==> src/rtl/rv_enc_pkg.sv <==
`default_nettype none
// +----------------------------------------------------------------------+
// | rv_enc_pkg: kind encodings, opcodes, funct3 and ext-type codes       |
// | Revision: 1.0                                                        |
// +----------------------------------------------------------------------+
package rv_enc_pkg;

  typedef enum logic [2:0] {
    KIND_ADDI  = 3'd0,
    KIND_SLTI  = 3'd1,
    KIND_SLTIU = 3'd2,
    KIND_XORI  = 3'd3,
    KIND_LUI   = 3'd4,
    KIND_AUIPC = 3'd5,
    KIND_JAL   = 3'd6,
    KIND_JALR  = 3'd7
  } kind_e;

  localparam logic [6:0] OP_IMM   = 7'b0010011;
  localparam logic [6:0] OP_LUI   = 7'b0110111;
  localparam logic [6:0] OP_AUIPC = 7'b0010111;
  localparam logic [6:0] OP_JAL   = 7'b1101111;
  localparam logic [6:0] OP_JALR  = 7'b1100111;

  localparam logic [2:0] F3_ADDI  = 3'b000;
  localparam logic [2:0] F3_SLTI  = 3'b010;
  localparam logic [2:0] F3_SLTIU = 3'b011;
  localparam logic [2:0] F3_XORI  = 3'b100;
  localparam logic [2:0] F3_JALR  = 3'b000;

  // Shared with the decoder-side immediate selector.
  localparam logic [1:0] IMM_I   = 2'b11;
  localparam logic [1:0] IMM_U   = 2'b01;
  localparam logic [1:0] IMM_JAL = 2'b10;

  function automatic logic [2:0] kind_f3(input logic [2:0] kind);
    case (kind)
      KIND_SLTI:  return F3_SLTI;
      KIND_SLTIU: return F3_SLTIU;
      KIND_XORI:  return F3_XORI;
      KIND_JALR:  return F3_JALR;
      default:    return F3_ADDI;
    endcase
  endfunction

endpackage
`default_nettype wire

==> src/rtl/rv_enc_fifo.sv <==
`default_nettype none
// +----------------------------------------------------------------------+
// | rv_enc_fifo: DEPTH x WIDTH synchronous FIFO with occupancy output    |
// | Revision: 1.0                                                        |
// +----------------------------------------------------------------------+
module rv_enc_fifo #(
  parameter int DEPTH = 2,
  parameter int WIDTH = 34
) (
  input  logic                   clk,
  input  logic                   rst_n,
  input  logic                   push,
  input  logic [WIDTH-1:0]       wdata,
  input  logic                   pop,
  output logic [WIDTH-1:0]       rdata,
  output logic                   full,
  output logic                   empty,
  output logic [$clog2(DEPTH):0] level
);

  localparam int PTR_W = $clog2(DEPTH);
  localparam int LVL_W = PTR_W + 1;

  logic [WIDTH-1:0] r_mem [DEPTH];
  logic [PTR_W-1:0] r_wr_ptr;
  logic [PTR_W-1:0] r_rd_ptr;
  logic [LVL_W-1:0] r_level;
  logic             w_push;
  logic             w_pop;

  assign full   = (r_level == LVL_W'(DEPTH));
  assign empty  = (r_level == '0);
  assign w_push = push & ~full;
  assign w_pop  = pop & ~empty;
  assign rdata  = r_mem[r_rd_ptr];
  assign level  = r_level;

  // Storage is cleared too so the head reads zero straight out of reset.
  always_ff @(posedge clk or negedge rst_n) begin
    if (!rst_n) begin
      for (int i = 0; i < DEPTH; i++) r_mem[i] <= '0;
      r_wr_ptr <= '0;
      r_rd_ptr <= '0;
      r_level  <= '0;
    end else begin
      if (w_push) begin
        r_mem[r_wr_ptr] <= wdata;
        r_wr_ptr        <= r_wr_ptr + PTR_W'(1);
      end
      if (w_pop) r_rd_ptr <= r_rd_ptr + PTR_W'(1);
      case ({w_push, w_pop})
        2'b10:   r_level <= r_level + LVL_W'(1);
        2'b01:   r_level <= r_level - LVL_W'(1);
        default: r_level <= r_level;
      endcase
    end
  end

endmodule
`default_nettype wire

==> src/rtl/rv_inst_encoder.sv <==
`default_nettype none
// +----------------------------------------------------------------------+
// | rv_inst_encoder: packs abstract requests into RV32I words + FIFO     |
// | Revision: 1.0                                                        |
// +----------------------------------------------------------------------+
module rv_inst_encoder
  import rv_enc_pkg::*;
#(
  parameter int DEPTH = 2,
  parameter int CNT_W = 8
) (
  input  logic                   clk,
  input  logic                   rst_n,
  input  logic                   req_valid,
  output logic                   req_ready,
  input  logic [2:0]             req_kind,
  input  logic [4:0]             req_rd,
  input  logic [4:0]             req_rs1,
  input  logic [31:0]            req_imm,
  output logic                   inst_valid,
  input  logic                   inst_ready,
  output logic [31:0]            inst,
  output logic [1:0]             inst_ext_type,
  output logic                   err_pulse,
  output logic [CNT_W-1:0]       err_cnt
  ,
  output logic [$clog2(DEPTH):0] level
);

  logic [31:0]      w_word;
  logic [1:0]       w_ext;
  logic             w_legal;
  logic             w_i_ok;
  logic             w_u_ok;
  logic             w_j_ok;
  logic             w_accept;
  logic             w_full;
  logic             w_empty;
  logic [33:0]      w_head;
  logic             r_err_pulse;
  logic [CNT_W-1:0] r_err_cnt;

  assign w_i_ok = (&req_imm[31:11]) | ~(|req_imm[31:11]);
  assign w_u_ok = ~(|req_imm[11:0]);
  assign w_j_ok = ((&req_imm[31:20]) | ~(|req_imm[31:20])) & ~req_imm[0];

  always_comb begin
    w_word  = '0;
    w_ext   = IMM_I;
    w_legal = 1'b0;
    case (req_kind)
      KIND_LUI, KIND_AUIPC: begin
        w_word  = {req_imm[31:12], req_rd, (req_kind == KIND_LUI) ? OP_LUI : OP_AUIPC};
        w_ext   = IMM_U;
        w_legal = w_u_ok;
      end
      KIND_JAL: begin
        w_word  = {req_imm[20], req_imm[10:1], req_imm[11], req_imm[19:12], req_rd, OP_JAL};
        w_ext   = IMM_JAL;
        w_legal = w_j_ok;
      end
      default: begin
        w_word  = {req_imm[11:0], req_rs1, kind_f3(req_kind), req_rd,
                   (req_kind == KIND_JALR) ? OP_JALR : OP_IMM};
        w_ext   = IMM_I;
        w_legal = w_i_ok;
      end
    endcase
  end

  // Ready depends only on registered occupancy, never on inst_ready.
  assign req_ready = ~w_full;
  assign w_accept  = req_valid & req_ready;

  rv_enc_fifo #(
    .DEPTH (DEPTH),
    .WIDTH (34)
  ) u_fifo (
    .clk   (clk),
    .rst_n (rst_n),
    .push  (w_accept & w_legal),
    .wdata ({w_ext, w_word}),
    .pop   (inst_valid & inst_ready),
    .rdata (w_head),
    .full  (w_full),
    .empty (w_empty),
    .level (level)
  );

  assign inst_valid    = ~w_empty;
  assign inst          = w_head[31:0];
  assign inst_ext_type = w_head[33:32];

  always_ff @(posedge clk or negedge rst_n) begin
    if (!rst_n) begin
      r_err_pulse <= 1'b0;
      r_err_cnt   <= '0;
    end else begin
      r_err_pulse <= w_accept & ~w_legal;
      if (w_accept && !w_legal && !(&r_err_cnt)) r_err_cnt <= r_err_cnt + CNT_W'(1);
    end
  end

  assign err_pulse = r_err_pulse;
  assign err_cnt   = r_err_cnt;

endmodule
`default_nettype wire

==> config.mk <==
export PLATFORM = sky130hd
export DESIGN_NAME = rv_inst_encoder
export DESIGN_NICKNAME = d
export VERILOG_FILES = /design/src/rtl/rv_enc_pkg.sv /design/src/rtl/rv_enc_fifo.sv /design/src/rtl/rv_inst_encoder.sv
export SDC_FILE = /design/constraint.sdc
export NUM_CORES = 1
export LEC_CHECK = 0
export CORE_UTILIZATION = 53
export CTS_CLUSTER_SIZE = 8
export DETAILED_ROUTE_END_ITERATION = 7
export PLACE_DENSITY = 0.82
export SLEW_MARGIN = 20
export SYNTH_ARGS = -nofsm -noshare
export SYNTH_HDL_FRONTEND = slang
export SYNTH_SLANG_ARGS = --single-unit
==> constraint.sdc <==
create_clock -name clk -period 3.5 [get_ports clk]
set_input_delay 0.35 -clock clk [delete_from_list [all_inputs] [get_ports clk]]
set_output_delay 0.35 -clock clk [all_outputs]
set_load 0.05 [all_outputs]
==> out/summary.txt <==
========================================================================================================
Die height                                                                                       87.3 µm
Most frequent cell after synthesis                                                               dfrtp_1
Wire length after detailed routing                                                               8.85 mm
Design area                                                                                  0.00508 mm²
Diode insertion count for antenna repair                                                               0
Max Freq                                                                                         348 MHz
First-pass GRT wire length                                                                       14.4 mm
Clock root buffer                                                                               clkbuf_8
Relative slew margins                                                                              0.341
Setup slack of the most critical reg-to-reg path                                                 1.58 ns
Site row count                                                                                        30
Die Outline Area                                                                             0.00761 mm²
Clock insertion delay at the later pin of the skew report                                        0.35 ns
Share of the synthesized area in the top cell type                                                 0.513
Final worst clock skew                                                                        0.00528 ns
Weighted congestion at the end of routability-driven global placement                              0.893
Largest voltage drop on the vdd net                                                           0.000704 V
Shortest clock period the worst path allows after layout                                         2.88 ns
Die width                                                                                        87.3 µm
Routed vias                                                                                         3049
Length of routed met2 wiring                                                                     4.21 mm
H-tree Lvls                                                                                            3
Multi-input logic area                                                                       0.00170 mm²
Worst Tran Pin Value                                                                            0.988 ns
Synth cell count leaders                                                                    79 x dfrtp_1, 54 x nand2_1, 48 x o21ai_0
Max clock buf depth                                                                                    2
All-Layer GR Usage                                                                                 0.250
Post-Syn Area                                                                                0.00385 mm²
Total number of nets in the final design                                                             516
Hold slack                                                                                      0.143 ns
Worst-path cell chain                                                                       mux2_2, clkdlybuf4s50_1
Top-level port count                                                                                  96
Share of the cycle needed by the critical path after routing                                       0.822
Final Non-Filler Cells                                                                               566
Placed instance count                                                                                550
Power after layout                                                                             0.00515 W
Clock Sinks                                                                                           79
Reported leakage power                                                                           2.19 nW
Count of unresolved DRC violations after routing                                                       0
Cells resized by post-CTS repair                                                                       0
Post-synthesis sequential area ratio                                                               0.513
Mean Syn Cell Area                                                                              10.4 µm²
Maximum fanout along the worst path                                                                   56
Worst min-delay path class                                                                      in2async
Violation count after the first detailed-route iteration                                             153
Dominant register cell in the synthesized netlist                                                dfrtp_1
Inserted Clock Buffers                                                                                 9
Core box area                                                                                0.00691 mm²
Highest metal layer with signal wires                                                               met4
Outcome                                                                                     complete, no violations
Leading area contributor after synthesis                                                         dfrtp_1
Max Slew Vio Count                                                                                     0
Count of buffers added by post-CTS timing repair for setup                                             0
Count of yosys warnings during synthesis                                                               0
Aggregate global routing overflow                                                                      0
Number of standard cells after synthesis                                                             372
Signed area change from the synthesized netlist to the final layout                                31.8%
Netlist cell types                                                                                    35
Post-route met1 wirelength                                                                       3.98 mm
Slowest library cell on the worst path                                                           dfrtp_2
Total of hold buffers inserted after clock tree synthesis                                              0
Vias per inst                                                                                       5.39
Critical setup path kind                                                                         reg2out
Power Dens Cells                                                                             1010 mW/mm²
Max-cap violations                                                                                     0
Met3 Routed Length                                                                                509 µm
Required arrival time at the worst endpoint                                                      3.15 ns
Setup TNS                                                                                           0 ns
1st-pass router iterations                                                                             4
Detail Route Antenna Nets                                                                              0
Input/output buffers                                                                                  95
Post-CTS clock slew at the launch and capture registers of the worst setup and hold paths        0.08 ns
Async set or reset register ratio after synthesis                                                   1.00
Detailed Place HPWL                                                                              6.06 mm
Sequential cell area                                                                         0.00198 mm²
Delay of the slowest critical-path stage                                                         0.99 ns
Number of synthesized flops with an enable pin                                                         0
Fill cells                                                                                           525
RSZ-0062 raised after global routing                                                               false
FF+latch count, synth                                                                                 79
Endpoint type of the worst setup path                                                       primary output
Largest net degree at the start of global routing                                                     80
Kind of start point of the critical path                                                       flip-flop
Vias in the first global route                                                                      2995
Initial antenna violation count                                                                        0
Share of final-layout standard cells stronger than drive strength 1                                0.115
Initial Util                                                                                       0.558
WL per Instance                                                                                  15.6 µm
Final setup violation count                                                                            0
Total nets after synthesis                                                                           423
Endpoint arrival time on the critical path                                                       2.53 ns
Final Hold Viols                                                                                       0
CTS tree                                                                                           built
Dominant cells by area after synthesis                                                      dfrtp_1 51%, mux2i_1 9.6%, mux2_2 7.3%
Instance area after placement                                                                0.00489 mm²
========================================================================================================
[flip-flops by register name (all words and copies together) (netlist names)]
signal,cells
u_fifo.r_rd_ptr,1
err_pulse,1
err_cnt,8
u_fifo.r_mem,66
u_fifo.level,2
u_fifo.r_wr_ptr,1
[critical path, delay by kind of cell, from the launching register on]
kind                   cells  cell delay (ns)
buffers and inverters      1             0.72
flip-flops                 1             0.99
multiplexers               1             0.42
[final cells by class]
class,instances,area share
timing repair buffer,102,0.197
inverter,24,0.0177
multi-input combinational,249,0.335
sequential,79,0.390
tap,96,0.0237
clock inverter,2,0.00271
clock buffer,14,0.0340
[worst paths after layout]
check                                 from                to  cells past startpoint
max                        u_fifo.r_rd_ptr  inst_ext_type[1]                      2
min                                  rst_n  u_fifo.r_mem[17]                      1
max reg2reg                     err_cnt[0]        err_cnt[1]                      7
min reg2reg                u_fifo.r_mem[1]   u_fifo.r_mem[1]                      1
max in group asynchronous            rst_n   u_fifo.r_rd_ptr                      1
min in group clk           u_fifo.r_mem[1]   u_fifo.r_mem[1]                      1
[cells in the final DEF (no fill, tap or decap), drive strengths merged]
cell / instances
nor4: 6
a211oi: 1
nand3: 12
inv: 24
o21bai: 1
o221ai: 1
o22ai: 3
or4: 1
nor3: 4
nand4: 7
clkinv: 2
o211ai: 1
xor2: 2
o21ai: 48
and3: 3
a21oi: 3
nand3b: 1
mux2i: 37
buf: 8
xnor2: 8
nor2: 6
nand2: 54
ha: 2
and2: 2
mux2: 32
clkdlybuf4s50: 94
or3: 2
clkbuf: 14
or2: 3
a31oi: 2
nand2b: 5
dfrtp: 79
nor2b: 2
[power by group]
group          internal, W  leakage (nW)  switching, W
combinational      0.00104          1.15       0.00182
sequential         0.00133         0.941      0.000307
clock             0.000317        0.0967      0.000321
total              0.00270          2.19       0.00245
[per-stage QoR]
| step | setup slack [ns] | utilization |
|---|---|---|
| detailed placement | 0.390 | 0.708 |
| global route | 0.459 | 0.735 |
| floorplan | 1.01 | - |
| global placement | 0.438 | 0.708 |
| CTS | 0.623 | 0.735 |
| finish | 0.623 | 0.735 |
[layer usage]
metal	global-route usage	vias up
met3	0.0654	10
li1	-	1463
met4	0.0864	0
met5	0	-
met2	0.414	81
met1	0.318	1495
[logic make-up after synthesis]
logic type                 count (synthesis)  synth area share
adders and majority gates                  2           0.00649
xor gates and xnor gates                  10            0.0227
DFF                                       79             0.513
muxes                                     69             0.190
and+or+nand+nor                          108             0.136
AOI/OAI and AO/OA                         60            0.0841
buffers and inverters                     44            0.0477
Note: power is estimated with default switching activity, not from simulation.
